`config.mk`:
```
export PLATFORM = sky130hd
export DESIGN_NAME = cellrv32_npu_mmu_sequencer_flat
export DESIGN_NICKNAME = d
export VERILOG_FILES = /design/src/rtl/cellrv32_npu_mmu_sequencer_pkg.sv /design/src/rtl/cellrv32_npu_mmu_sequencer_if.sv /design/src/rtl/cellrv32_npu_valid_delay.sv /design/src/rtl/cellrv32_npu_mmu_sequencer.sv /design/src/flat_wrapper.sv
export SDC_FILE = /design/constraint.sdc
export NUM_CORES = 1
export LEC_CHECK = 0
export ABC_AREA = 1
export BUFFER_PORTS_ARGS = -buffer_cell sky130_fd_sc_hd__buf_2
export CORE_MARGIN = 2
export CORE_UTILIZATION = 30
export CTS_CLUSTER_SIZE = 14
export DETAILED_ROUTE_END_ITERATION = 10
export GPL_TIMING_DRIVEN = 0
export PLACE_DENSITY = 0.56
export SLEW_MARGIN = 20
export SYNTH_ARGS = -nofsm -noshare
export SYNTH_HDL_FRONTEND = slang
export SYNTH_SLANG_ARGS = --single-unit
```
`constraint.sdc`:
```
create_clock -name clk_i -period 2.9 [get_ports clk_i]
set_input_delay 0.145 -clock clk_i [delete_from_list [all_inputs] [get_ports clk_i]]
set_output_delay 0.145 -clock clk_i [all_outputs]
set_load 0.02 [all_outputs]
```
`src/rtl/cellrv32_npu_mmu_sequencer_pkg.sv`:
```
// cellrv32_npu_package: shared NPU types and default parameters.
// This file holds the MMU sequencer state encoding and its timing defaults.
package cellrv32_npu_package;
   localparam int MATRIX_WIDTH_DEFAULT   = 14;
   localparam int RESULT_LATENCY_DEFAULT = 30;
   localparam int CNT_WIDTH_DEFAULT      = 16;
   typedef enum logic [2:0] {IDLE, LOAD_W, FEED, DRAIN, DONE} npu_mmu_seq_state_t;
endpackage

```
`src/rtl/cellrv32_npu_mmu_sequencer_if.sv`:
```
// cellrv32_npu_mmu_sequencer_if: job config/status, buffer reads, MMU control and result strobe.
// The master side issues jobs and serves the buffers; the slave side is the sequencer.
interface cellrv32_npu_mmu_sequencer_if #(
   parameter int CNT_WIDTH = cellrv32_npu_package::CNT_WIDTH_DEFAULT
);
   logic                 start_i, load_wei_i, wei_signed_i, sys_signed_i, accumulate_i;
   logic [CNT_WIDTH-1:0] wei_base_i, in_base_i, acc_base_i, num_vec_i;
   logic                 busy_o, done_o, wbuf_rd_en_o, in_rd_en_o, mmu_enable_o;
   logic [CNT_WIDTH-1:0] wbuf_addr_o, in_addr_o, res_addr_o;
   logic                 mmu_load_wei_o, mmu_wei_signed_o, mmu_act_wei_o, mmu_sys_signed_o;
   logic [7:0]           mmu_wei_addr_o;
   logic                 res_valid_o, res_accumulate_o;
   modport master (
      output start_i, load_wei_i, wei_signed_i, sys_signed_i, accumulate_i,
             wei_base_i, in_base_i, acc_base_i, num_vec_i,
      input  busy_o, done_o, wbuf_rd_en_o, wbuf_addr_o, in_rd_en_o, in_addr_o, mmu_enable_o,
             mmu_load_wei_o, mmu_wei_addr_o, mmu_wei_signed_o, mmu_act_wei_o, mmu_sys_signed_o,
             res_valid_o, res_addr_o, res_accumulate_o
   );
   modport slave (
      input  start_i, load_wei_i, wei_signed_i, sys_signed_i, accumulate_i,
             wei_base_i, in_base_i, acc_base_i, num_vec_i,
      output busy_o, done_o, wbuf_rd_en_o, wbuf_addr_o, in_rd_en_o, in_addr_o, mmu_enable_o,
             mmu_load_wei_o, mmu_wei_addr_o, mmu_wei_signed_o, mmu_act_wei_o, mmu_sys_signed_o,
             res_valid_o, res_addr_o, res_accumulate_o
   );
endinterface

```
`src/rtl/cellrv32_npu_valid_delay.sv`:
```
// cellrv32_npu_valid_delay: fixed-depth shift register carrying {valid, addr, accumulate}.
// Models the MMU pipeline so result strobes line up with the array output.
module cellrv32_npu_valid_delay #(
   parameter int DEPTH     = 30,
   parameter int CNT_WIDTH = 16
) (
   input  logic                 clk_i,
   input  logic                 rstn_i,
   input  logic                 valid_i,
   input  logic [CNT_WIDTH-1:0] addr_i,
   input  logic                 acc_i,
   output logic                 valid_o,
   output logic [CNT_WIDTH-1:0] addr_o,
   output logic                 acc_o
);
   logic [CNT_WIDTH+1:0] pipe_q [DEPTH];
   always_ff @(posedge clk_i or negedge rstn_i) begin
      if (!rstn_i) begin
         for (int i = 0; i < DEPTH; i++) pipe_q[i] <= '0;
      end else begin
         pipe_q[0] <= {valid_i, addr_i, acc_i};
         for (int i = 1; i < DEPTH; i++) pipe_q[i] <= pipe_q[i-1];
      end
   end
   assign {valid_o, addr_o, acc_o} = pipe_q[DEPTH-1];
endmodule

```
`src/rtl/cellrv32_npu_mmu_sequencer.sv`:
```
// cellrv32_npu_mmu_sequencer: job controller for the NPU matrix multiply unit.
// Preloads a weight tile, streams input vectors and emits latency-aligned result strobes.
module cellrv32_npu_mmu_sequencer
   import cellrv32_npu_package::*;
#(
   parameter int MATRIX_WIDTH   = MATRIX_WIDTH_DEFAULT,
   parameter int RESULT_LATENCY = RESULT_LATENCY_DEFAULT,
   parameter int CNT_WIDTH      = CNT_WIDTH_DEFAULT
) (
   input logic                         clk_i,
   input logic                         rstn_i,
   cellrv32_npu_mmu_sequencer_if.slave bus
);
   typedef logic [CNT_WIDTH-1:0] cnt_t;
   npu_mmu_seq_state_t state_q, state_d;
   cnt_t       cnt_q, cnt_d, wei_base_q, in_base_q, acc_base_q, num_vec_q, res_addr;
   logic       load_wei_q, wei_signed_q, sys_signed_q, accumulate_q;
   logic       load_q, act_q, feed, res_valid, res_acc;
   logic [7:0] row_q;
   assign feed = state_q == FEED;
   cellrv32_npu_valid_delay #(.DEPTH(RESULT_LATENCY), .CNT_WIDTH(CNT_WIDTH)) u_delay (
      .clk_i   (clk_i),
      .rstn_i  (rstn_i),
      .valid_i (feed),
      .addr_i  (feed ? acc_base_q + cnt_q : '0),
      .acc_i   (feed & accumulate_q),
      .valid_o (res_valid),
      .addr_o  (res_addr),
      .acc_o   (res_acc)
   );
   always_ff @(posedge clk_i or negedge rstn_i) begin
      if (!rstn_i) begin
         state_q      <= IDLE;
         cnt_q        <= '0;
         load_q       <= 1'b0;
         row_q        <= '0;
         act_q        <= 1'b0;
         load_wei_q   <= 1'b0;
         wei_signed_q <= 1'b0;
         sys_signed_q <= 1'b0;
         accumulate_q <= 1'b0;
         wei_base_q   <= '0;
         in_base_q    <= '0;
         acc_base_q   <= '0;
         num_vec_q    <= '0;
      end else begin
         state_q <= state_d;
         cnt_q   <= cnt_d;
         // Weight rows reach the MMU one cycle after their buffer read.
         load_q  <= state_q == LOAD_W;
         row_q   <= cnt_q[7:0];
         act_q   <= feed && cnt_q == '0 && load_wei_q;
         if (state_q == IDLE && bus.start_i) begin
            load_wei_q   <= bus.load_wei_i;
            wei_signed_q <= bus.wei_signed_i;
            sys_signed_q <= bus.sys_signed_i;
            accumulate_q <= bus.accumulate_i;
            wei_base_q   <= bus.wei_base_i;
            in_base_q    <= bus.in_base_i;
            acc_base_q   <= bus.acc_base_i;
            num_vec_q    <= bus.num_vec_i;
         end
      end
   end
   always_comb begin
      state_d = state_q;
      cnt_d   = cnt_q;
      case (state_q)
         IDLE: if (bus.start_i) begin
            state_d = bus.load_wei_i ? LOAD_W : bus.num_vec_i != '0 ? FEED : DONE;
            cnt_d   = '0;
         end
         LOAD_W: begin
            state_d = cnt_q == cnt_t'(MATRIX_WIDTH - 1) ? (num_vec_q != '0 ? FEED : DONE) : LOAD_W;
            cnt_d   = cnt_q == cnt_t'(MATRIX_WIDTH - 1) ? '0 : cnt_q + cnt_t'(1);
         end
         FEED: begin
            state_d = cnt_q == num_vec_q - cnt_t'(1) ? DRAIN : FEED;
            cnt_d   = cnt_q == num_vec_q - cnt_t'(1) ? '0 : cnt_q + cnt_t'(1);
         end
         // Addresses within one job are unique, so the last one marks the end of the burst.
         DRAIN: state_d = res_valid && res_addr == acc_base_q + num_vec_q - cnt_t'(1) ? DONE : DRAIN;
         default: state_d = IDLE;
      endcase
   end
   always_comb begin
      bus.busy_o           = state_q inside {LOAD_W, FEED, DRAIN};
      bus.mmu_enable_o     = state_q inside {LOAD_W, FEED, DRAIN};
      bus.done_o           = state_q == DONE;
      bus.wbuf_rd_en_o     = state_q == LOAD_W;
      bus.wbuf_addr_o      = state_q == LOAD_W ? wei_base_q + cnt_q : '0;
      bus.in_rd_en_o       = feed;
      bus.in_addr_o        = feed ? in_base_q + cnt_q : '0;
      bus.mmu_load_wei_o   = load_q;
      bus.mmu_wei_addr_o   = load_q ? row_q : '0;
      bus.mmu_wei_signed_o = wei_signed_q;
      bus.mmu_act_wei_o    = act_q;
      bus.mmu_sys_signed_o = sys_signed_q;
      bus.res_valid_o      = res_valid;
      bus.res_addr_o       = res_addr;
      bus.res_accumulate_o = res_acc;
   end
endmodule

```
`src/flat_wrapper.sv`:
```
// flat-port wrapper written by rule: the top's interface ports become plain ports
module cellrv32_npu_mmu_sequencer_flat import cellrv32_npu_package::*;
#(
   parameter int MATRIX_WIDTH   = MATRIX_WIDTH_DEFAULT,
   parameter int RESULT_LATENCY = RESULT_LATENCY_DEFAULT,
   parameter int CNT_WIDTH      = CNT_WIDTH_DEFAULT
)
  (clk_i, rstn_i, bus_start_i, bus_load_wei_i, bus_wei_signed_i, bus_sys_signed_i, bus_accumulate_i, bus_wei_base_i, bus_in_base_i, bus_acc_base_i, bus_num_vec_i, bus_busy_o, bus_done_o, bus_wbuf_rd_en_o, bus_wbuf_addr_o, bus_in_rd_en_o, bus_in_addr_o, bus_mmu_enable_o, bus_mmu_load_wei_o, bus_mmu_wei_addr_o, bus_mmu_wei_signed_o, bus_mmu_act_wei_o, bus_mmu_sys_signed_o, bus_res_valid_o, bus_res_addr_o, bus_res_accumulate_o);
  cellrv32_npu_mmu_sequencer_if #(.CNT_WIDTH(CNT_WIDTH)) bus_i ();
  input logic clk_i;
  input logic rstn_i;
  input wire logic [$bits(bus_i.start_i)-1:0] bus_start_i;
  input wire logic [$bits(bus_i.load_wei_i)-1:0] bus_load_wei_i;
  input wire logic [$bits(bus_i.wei_signed_i)-1:0] bus_wei_signed_i;
  input wire logic [$bits(bus_i.sys_signed_i)-1:0] bus_sys_signed_i;
  input wire logic [$bits(bus_i.accumulate_i)-1:0] bus_accumulate_i;
  input wire logic [$bits(bus_i.wei_base_i)-1:0] bus_wei_base_i;
  input wire logic [$bits(bus_i.in_base_i)-1:0] bus_in_base_i;
  input wire logic [$bits(bus_i.acc_base_i)-1:0] bus_acc_base_i;
  input wire logic [$bits(bus_i.num_vec_i)-1:0] bus_num_vec_i;
  output wire logic [$bits(bus_i.busy_o)-1:0] bus_busy_o;
  output wire logic [$bits(bus_i.done_o)-1:0] bus_done_o;
  output wire logic [$bits(bus_i.wbuf_rd_en_o)-1:0] bus_wbuf_rd_en_o;
  output wire logic [$bits(bus_i.wbuf_addr_o)-1:0] bus_wbuf_addr_o;
  output wire logic [$bits(bus_i.in_rd_en_o)-1:0] bus_in_rd_en_o;
  output wire logic [$bits(bus_i.in_addr_o)-1:0] bus_in_addr_o;
  output wire logic [$bits(bus_i.mmu_enable_o)-1:0] bus_mmu_enable_o;
  output wire logic [$bits(bus_i.mmu_load_wei_o)-1:0] bus_mmu_load_wei_o;
  output wire logic [$bits(bus_i.mmu_wei_addr_o)-1:0] bus_mmu_wei_addr_o;
  output wire logic [$bits(bus_i.mmu_wei_signed_o)-1:0] bus_mmu_wei_signed_o;
  output wire logic [$bits(bus_i.mmu_act_wei_o)-1:0] bus_mmu_act_wei_o;
  output wire logic [$bits(bus_i.mmu_sys_signed_o)-1:0] bus_mmu_sys_signed_o;
  output wire logic [$bits(bus_i.res_valid_o)-1:0] bus_res_valid_o;
  output wire logic [$bits(bus_i.res_addr_o)-1:0] bus_res_addr_o;
  output wire logic [$bits(bus_i.res_accumulate_o)-1:0] bus_res_accumulate_o;
  assign bus_i.start_i = bus_start_i;
  assign bus_i.load_wei_i = bus_load_wei_i;
  assign bus_i.wei_signed_i = bus_wei_signed_i;
  assign bus_i.sys_signed_i = bus_sys_signed_i;
  assign bus_i.accumulate_i = bus_accumulate_i;
  assign bus_i.wei_base_i = bus_wei_base_i;
  assign bus_i.in_base_i = bus_in_base_i;
  assign bus_i.acc_base_i = bus_acc_base_i;
  assign bus_i.num_vec_i = bus_num_vec_i;
  assign bus_busy_o = bus_i.busy_o;
  assign bus_done_o = bus_i.done_o;
  assign bus_wbuf_rd_en_o = bus_i.wbuf_rd_en_o;
  assign bus_wbuf_addr_o = bus_i.wbuf_addr_o;
  assign bus_in_rd_en_o = bus_i.in_rd_en_o;
  assign bus_in_addr_o = bus_i.in_addr_o;
  assign bus_mmu_enable_o = bus_i.mmu_enable_o;
  assign bus_mmu_load_wei_o = bus_i.mmu_load_wei_o;
  assign bus_mmu_wei_addr_o = bus_i.mmu_wei_addr_o;
  assign bus_mmu_wei_signed_o = bus_i.mmu_wei_signed_o;
  assign bus_mmu_act_wei_o = bus_i.mmu_act_wei_o;
  assign bus_mmu_sys_signed_o = bus_i.mmu_sys_signed_o;
  assign bus_res_valid_o = bus_i.res_valid_o;
  assign bus_res_addr_o = bus_i.res_addr_o;
  assign bus_res_accumulate_o = bus_i.res_accumulate_o;
  cellrv32_npu_mmu_sequencer #(.MATRIX_WIDTH(MATRIX_WIDTH), .RESULT_LATENCY(RESULT_LATENCY), .CNT_WIDTH(CNT_WIDTH)) u_core (.clk_i(clk_i), .rstn_i(rstn_i), .bus(bus_i));
endmodule
```
Word level (Yosys, flattened, before mapping)
Cells that the tools add are included.
{ "classes": {"addsub": 7, "n_eq_ne": 8, "n_mux": 16, "bitwise": 1, "n_reduce_logical": 11} }
{ "ops": {"columns": ["cell", "n"], "rows": [
  ["two-way mux 16 bit", 6],
  ["adder 16 bit", 4],
  ["one-hot mux 16 bit (3 select lines)", 1],
  ["== test 16 bit", 2],
  ["nonzero test 16 bit", 2],
  ["subtractor 16 x 1 -> 16 bit, second input constant", 2],
  ["two-way mux 3 bit", 6],
  ["adder 16 x 1 -> 16 bit, second input constant", 1],
  ["== test 16 x 4 -> 1 bit, second input constant", 1],
  ["logical NOT 16 bit", 1],
  ["one-hot mux 3 bit (4 select lines)", 1],
  ["two-way mux 8 bit", 1],
  ["== test 3 x 2 -> 1 bit, second input constant", 2],
  ["nonzero test 3 bit", 2],
  ["logical AND 1 bit", 4],
  ["== test 3 x 1 -> 1 bit, second input constant", 1],
  ["== test 3 bit, second input constant", 1],
  ["logical NOT 3 bit", 1],
  ["inequality test 2 bit, second input constant", 1],
  ["AND reduction 2 bit", 1],
  ["bitwise AND 1 bit", 1],
  ["two-way mux 1 bit", 1]
]} }
{ "word_totals": {"ff_bits": 637, "input_bits": 71, "out_inout_bits": 67, "word_cells": 86} }

Depth between registers and ports, before layout
{ "logic_depth": {"depth_word": 6, "depth_mapped": 20, "depth_no_buf": 19} }

Hierarchy
A second synthesis with hierarchy kept.
{ "hier_totals": {"hier_cells": 1769, "hier_area_um2": 22148.7} }
{ "modules_own_cells": {"columns": ["mod", "n_inst", "cells_each", "area_per_inst_um2", "seq_area_each_um2"], "rows": [
  ["cellrv32_npu_valid_delay", 1, 556, 13633.1, 13513.0],
  ["cellrv32_npu_mmu_sequencer", 1, 1213, 8515.7, 2427.3]
]} }

Worst setup path before layout
OpenSTA, ideal clock, no wires.
{ "synth_path": {"path_type": "reg-to-reg", "startpoint": "register u_core.num_vec_q[1]", "endpoint": "register u_core.state_q[2]", "setup_time_ns": 0.071, "arrival_time_ns": 2.448, "t_required_ns": 2.829, "slack_ns": 0.381, "path_stages_with_launch": 19, "n_path_buf": 0, "synth_period_minus_slack_ns": 2.519, "path_cell_list": "dfrtp_1 inv_1 ha_1 inv_1 ha_1 fa_1 nand3_1 nand2_1 nand2_1 nand2_1 nand2_1 nand2_1 inv_1 nand2_1 nor2_1 nand4_1 nor2_1 nor2_1 nor2_1"} }
{ "synth_via": {"elab_chain_cells": 6, "word_cells_on_any_way": 9, "classes_between": "add/sub (2); eq/ne (1); mux (4); reduce/logical (2)"} }
{ "synth_rtl": {"columns": ["item", "line_no", "rtl"], "rows": [
  ["start, declared", "cellrv32_npu_mmu_sequencer.sv:16", "cnt_t cnt_q, cnt_d, wei_base_q, in_base_q, acc_base_q, num_vec_q, res_addr;"],
  ["start signal, assigned", "cellrv32_npu_mmu_sequencer.sv:61", "num_vec_q <= bus.num_vec_i;"],
  ["adder 16 bit", "cellrv32_npu_mmu_sequencer.sv:82", "DRAIN: state_d = res_valid && res_addr == acc_base_q + num_vec_q - cnt_t'(1) ? DONE : DRAIN;"],
  ["subtractor 16 x 1 -> 16 bit", "cellrv32_npu_mmu_sequencer.sv:82", null],
  ["== test 16 bit", "cellrv32_npu_mmu_sequencer.sv:82", null],
  ["logical AND 1 bit", "cellrv32_npu_mmu_sequencer.sv:82", null],
  ["two-way mux 3 bit", "cellrv32_npu_mmu_sequencer.sv:82", null],
  ["one-hot mux 3 bit (4 select lines) *", "cellrv32_npu_mmu_sequencer.sv:68", "case (state_q)"],
  ["end signal, assigned", "cellrv32_npu_mmu_sequencer.sv:47", "state_q <= state_d;"],
  ["end, declared", "cellrv32_npu_mmu_sequencer.sv:15", "npu_mmu_seq_state_t state_q, state_d;"]
]} }
Every way passes the cells marked *; elsewhere a longest branch is shown, timed or not.
A chain may end at the register's enable or synchronous reset.

Final worst setup path
{ "layout_path": {"startpoint": "register u_core.cnt_q[0]", "endpoint": "output port bus_in_addr_o[8]"} }
{ "layout_via": {"elab_chain_cells": 2} }
{ "layout_rtl": {"columns": ["item", "line_no", "rtl"], "rows": [
  ["start, declared", "cellrv32_npu_mmu_sequencer.sv:16", null],
  ["start signal, assigned", "cellrv32_npu_mmu_sequencer.sv:48", "cnt_q <= cnt_d;"],
  ["adder 16 bit", "cellrv32_npu_mmu_sequencer.sv:93", "bus.in_addr_o = feed ? in_base_q + cnt_q : '0;"],
  ["two-way mux 16 bit", "cellrv32_npu_mmu_sequencer.sv:93", null],
  ["end, declared", "flat_wrapper.sv:26", "output wire logic [$bits(bus_i.in_addr_o)-1:0] bus_in_addr_o;"]
]} }
No other way between the ends.

==> summary.md <==
| Metric | Value |
|---|---|
| Via count | around 13000 |
| Main synth FF type | dfrtp_1 |
| Worst setup margin | -186 ps |
| Die X | around 280 microns |
| Synth Area in XOR/XNOR | under 10% |
| CTS buffer count | 67 |
| Async SR Flop Fraction | 100% |
| Cell count after placement | between 2000 and 3000 |
| Hold_ws | 55.3 ps |
| Post-Syn Nets | between 1500 and 2000 |
| Syn avg cell area | ~13 sq um |
| R2r setup slk | roughly 140 ps |
| DR iter-0 viols | roughly 900 |
| Flip-flop and latch area | 0.0160 sq mm |
| Warnings, synthesis | 0 |
| Clk slew on worst S/H paths | approximately 60 ps |
| Latest clock arrival within the worst-skew pair | approximately 600 ps |
| Post-synth EDFFs | 0 |
| Post-Syn Instances | approximately 1800 |
| TritonCTS clock tree | done |
| Synth area leader | dfrtp_1 |
| Hold Path Class | primary input to async pin |
| Largest family of logic cells by synthesized area | simple AND/OR/NAND/NOR gates |
| CP max FO | 4 |
| I/O Buffers | around 140 |
| Worst r2r src | u_core.cnt_q[0]$_DFFE_PN0P_ |
| Max Cap Viol | 0 |
| Ratio of cells with drive above 1 in the final layout | between 20% and 30% |
| Area contributors post-synth | dfrtp_1 71%, nand2_1 4.7%, ha_1 4.4% |
| Mux cell area share after synthesis | between 1.5 and 2% |
| Seq/Total Area, Yosys | a little over 70% |
| Post-route cell area | 0.0282 sq mm |
| GPL Wtd Cong | 0.823 |
| Fin nets | about 2300 |
| Detailed-route DRC error count | 0 |
| Reg2Reg Depth | 14 |
| Worst EP required | about 2800 ps |
| Gr ovfl total | 0 |
| Critical Path Start Type | register |
| Synth Register Bits | 637 |
| IO Count | 138 |
| Post-Synth Simple-Gate Area | 11.3% |
| Initial antenna violation count | 1 |
| DIE HEIGHT | 277 microns |
| # clock sinks | between 600 and 700 |
| Rel. slew slack | between 20% and 30% |
| Post-synth top cells | 637 x dfrtp_1, 280 x nand2_1, 194 x inv_1 |
| Area growth from synthesis to layout | 26.1% |
| Row count | 100 |
| Core area | between 0.07 and 0.08 sq mm |
| Cell Area, Synth | between 0.02 and 0.025 sq mm |
| Critical path class | register to output port |
| Via/cell ratio | around 4.3 |
| Power Density | 1200 mW/mm^2 |
| TNS Setup | -924 ps |
| Failing checks | setup timing |
| Post-DRT Antenna Nets | 0 |
| Global Route Usage Sum | about an eighth |
| Synth Area in Adders | under 10% |
| Status | complete, but fails checks |
| Fin. Hold Viols | 0 |
| Fin cells | ~3100 |
| First-pass GRT wire length | 75900 microns |
| Root buffer cell | clkbuf_16 |
| LEAKAGE | between 10 and 15 nW |
| Starting Density | 30.2% |
| Slew @ Worst Pin | 1080 ps |
| Layout Skew | approximately 25 ps |
| Distinct cells, synth | between 40 and 50 |
| H-Tree Depth | 3 |
| Largest net degree at the start of global routing | 106 |
| Fmax | 0.324 GHz |
| RSZ-0062 raised after global routing | true |
| Tmin final | ~3100 ps |
| Fillers | roughly 7000 |
| Fin. max-slew vios | 0 |
| Die ar. | about 0.077 sq mm |
| Vias in the first global route | 13700 |
| Final worst path period share | 106% |
| Final HPWL DP | about 33000 microns |
| Endpoints failing setup | 7 |
| Count leader, synth | dfrtp_1 |
| Routed wire length | between 40000 and 50000 microns |
| FF-to-FF End | u_core.u_delay.pipe_q[537]$_DFF_PN0_ |
| Fraction of synthesized cell area taken by the top area cell type | around 71% |
| Clock buffer depth | 3 |
| Max IR drop VDD | between 0.0005 and 0.0006 V |
| Critical path endpoint category | output port |
| Compound-gate portion of the synthesized area | 4.18% |
| Crit path DAT | 2940 ps |
| Area post-placement | between 0.02 and 0.025 sq mm |
| Multi-input gate area | 0.00589 sq mm |
| Wire per inst | roughly 16 microns |
| DR pass1 iterations | 5 |
-- area by class of cell --
cell class                      instances  share of cell area [%]
Clock inverter                         26                    1.19
Tap cell                              969                    4.29
Clock buffer                           88                    6.57
Sequential cell                       637                    56.6
Antenna cell                            1                 0.00886
Timing Repair Buffer                  250                    6.83
Buffer                                 49                    1.04
Multi-Input combinational cell        894                    20.9
Inverter                              200                    2.67
-- placed cells by master, fill, tap and decap left out, drive strengths merged --
master and count:
o21bai 6, nor3 15, nor2 110, xor2 33, clkbuf 105, ha 79, a211oi 3, mux2 35
clkinvlp 6, fa 4, clkinv 9, nor3b 2, xor3 1, a21oi 98, nand2 285, nand3b 7
o32ai 1, diode 1, nand4 30, xnor2 18, and2 2, inv 206, nor4 3, buf 212
a21o 6, bufinv 5, nand3 94, o21ai 59, o21a 3, dfrtp 637, dlygate4sd3 70
-- worst max-delay path, stage by stage, from the launching register on --
cell     delay [ps]
dfrtp_2         470
buf_12          160
ha_4            160
fa_2            370
nand3_2         100
nand3_4          80
buf_4           140
buf_6           100
buf_6           120
a21oi_4         170
xor2_1          220
nor2_1           60
buf_2           190
-- through the flow --
stage,util (%),power (mW),setup WS [ps]
after floorplan,-,20.6,381
after global placement,32.7,23.8,-10910
after detailed placement,33.0,24.0,-423
after CTS,37.4,33.4,-188
after global routing,38.1,36.5,-324
final,38.1,34.0,-186
-- repair_timing --
action | in CTS | in global routing
endpoints found under the setup margin | 27 | 20
hold buffers | 70 | 0
hold endpoints to repair | 227 | 0
cloned | 0 | 0
resized for setup | 76 | 85
setup buffers | 18 | 21
pin swaps | 19 | 24
-- power by group --
part           total [mW]  switching, mW  internal (mW)
sequential           13.2           1.45           11.8
combinational        12.3           7.53           4.82
clock                8.45           3.45           5.00
-- worst max path at each step --
| stage | startpoint | end | slack (ps) |
|---|---|---|---|
| final | u_core.cnt_q[0]$_DFFE_PN0P_ | bus_in_addr_o[8] | -190 |
| after global routing | u_core.cnt_q[0]$_DFFE_PN0P_ | bus_in_addr_o[14] | -320 |
| after CTS | u_core.cnt_q[0]$_DFFE_PN0P_ | bus_wbuf_addr_o[14] | -190 |
| after detailed placement | u_core.num_vec_q[1]$_DFFE_PN0P_ | u_core.state_q[2]$_DFFE_PN0P_ | -420 |
| after global placement | rstn_i | u_core.u_delay.pipe_q[539]$_DFF_PN0_ | -10910 |
| after floorplan | u_core.num_vec_q[1]$_DFFE_PN0P_ | u_core.state_q[2]$_DFFE_PN0P_ | 380 |
-- state kept, by name, summed over array words and instances, names as in the netlist, 3 cells and up --
| signal | count |
|---|---|
| u_core.acc_base_q | 16 |
| u_core.cnt_q | 16 |
| u_core.in_base_q | 16 |
| u_core.num_vec_q | 16 |
| u_core.row_q | 8 |
| u_core.state_q | 3 |
| u_core.u_delay.addr_o | 16 |
| u_core.u_delay.pipe_q | 522 |
| u_core.wei_base_q | 16 |
-- routing by layer --
| metal | global-route usage (%) | wire length [microns] | up-vias |
|---|---|---|---|
| met4 | 4.14 | 1190 | 0 |
| met3 | 3.24 | 2820 | 94 |
| met1 | 18.8 | 23900 | 6676 |
| met2 | 18.2 | 20700 | 352 |
| met5 | 0 | 0 | - |
| li1 | - | - | 6330 |
-- cell families after synthesis --
kind of cell / after synthesis
flip-flops: 637
XOR/XNOR: 52
buffers and inverters: 249
AND/OR/NAND/NOR: 548
AO/OA/AOI/OAI: 176
adder cells (fa/ha/maj): 83
multiplexers: 35
(Power assumes the default switching activity.)
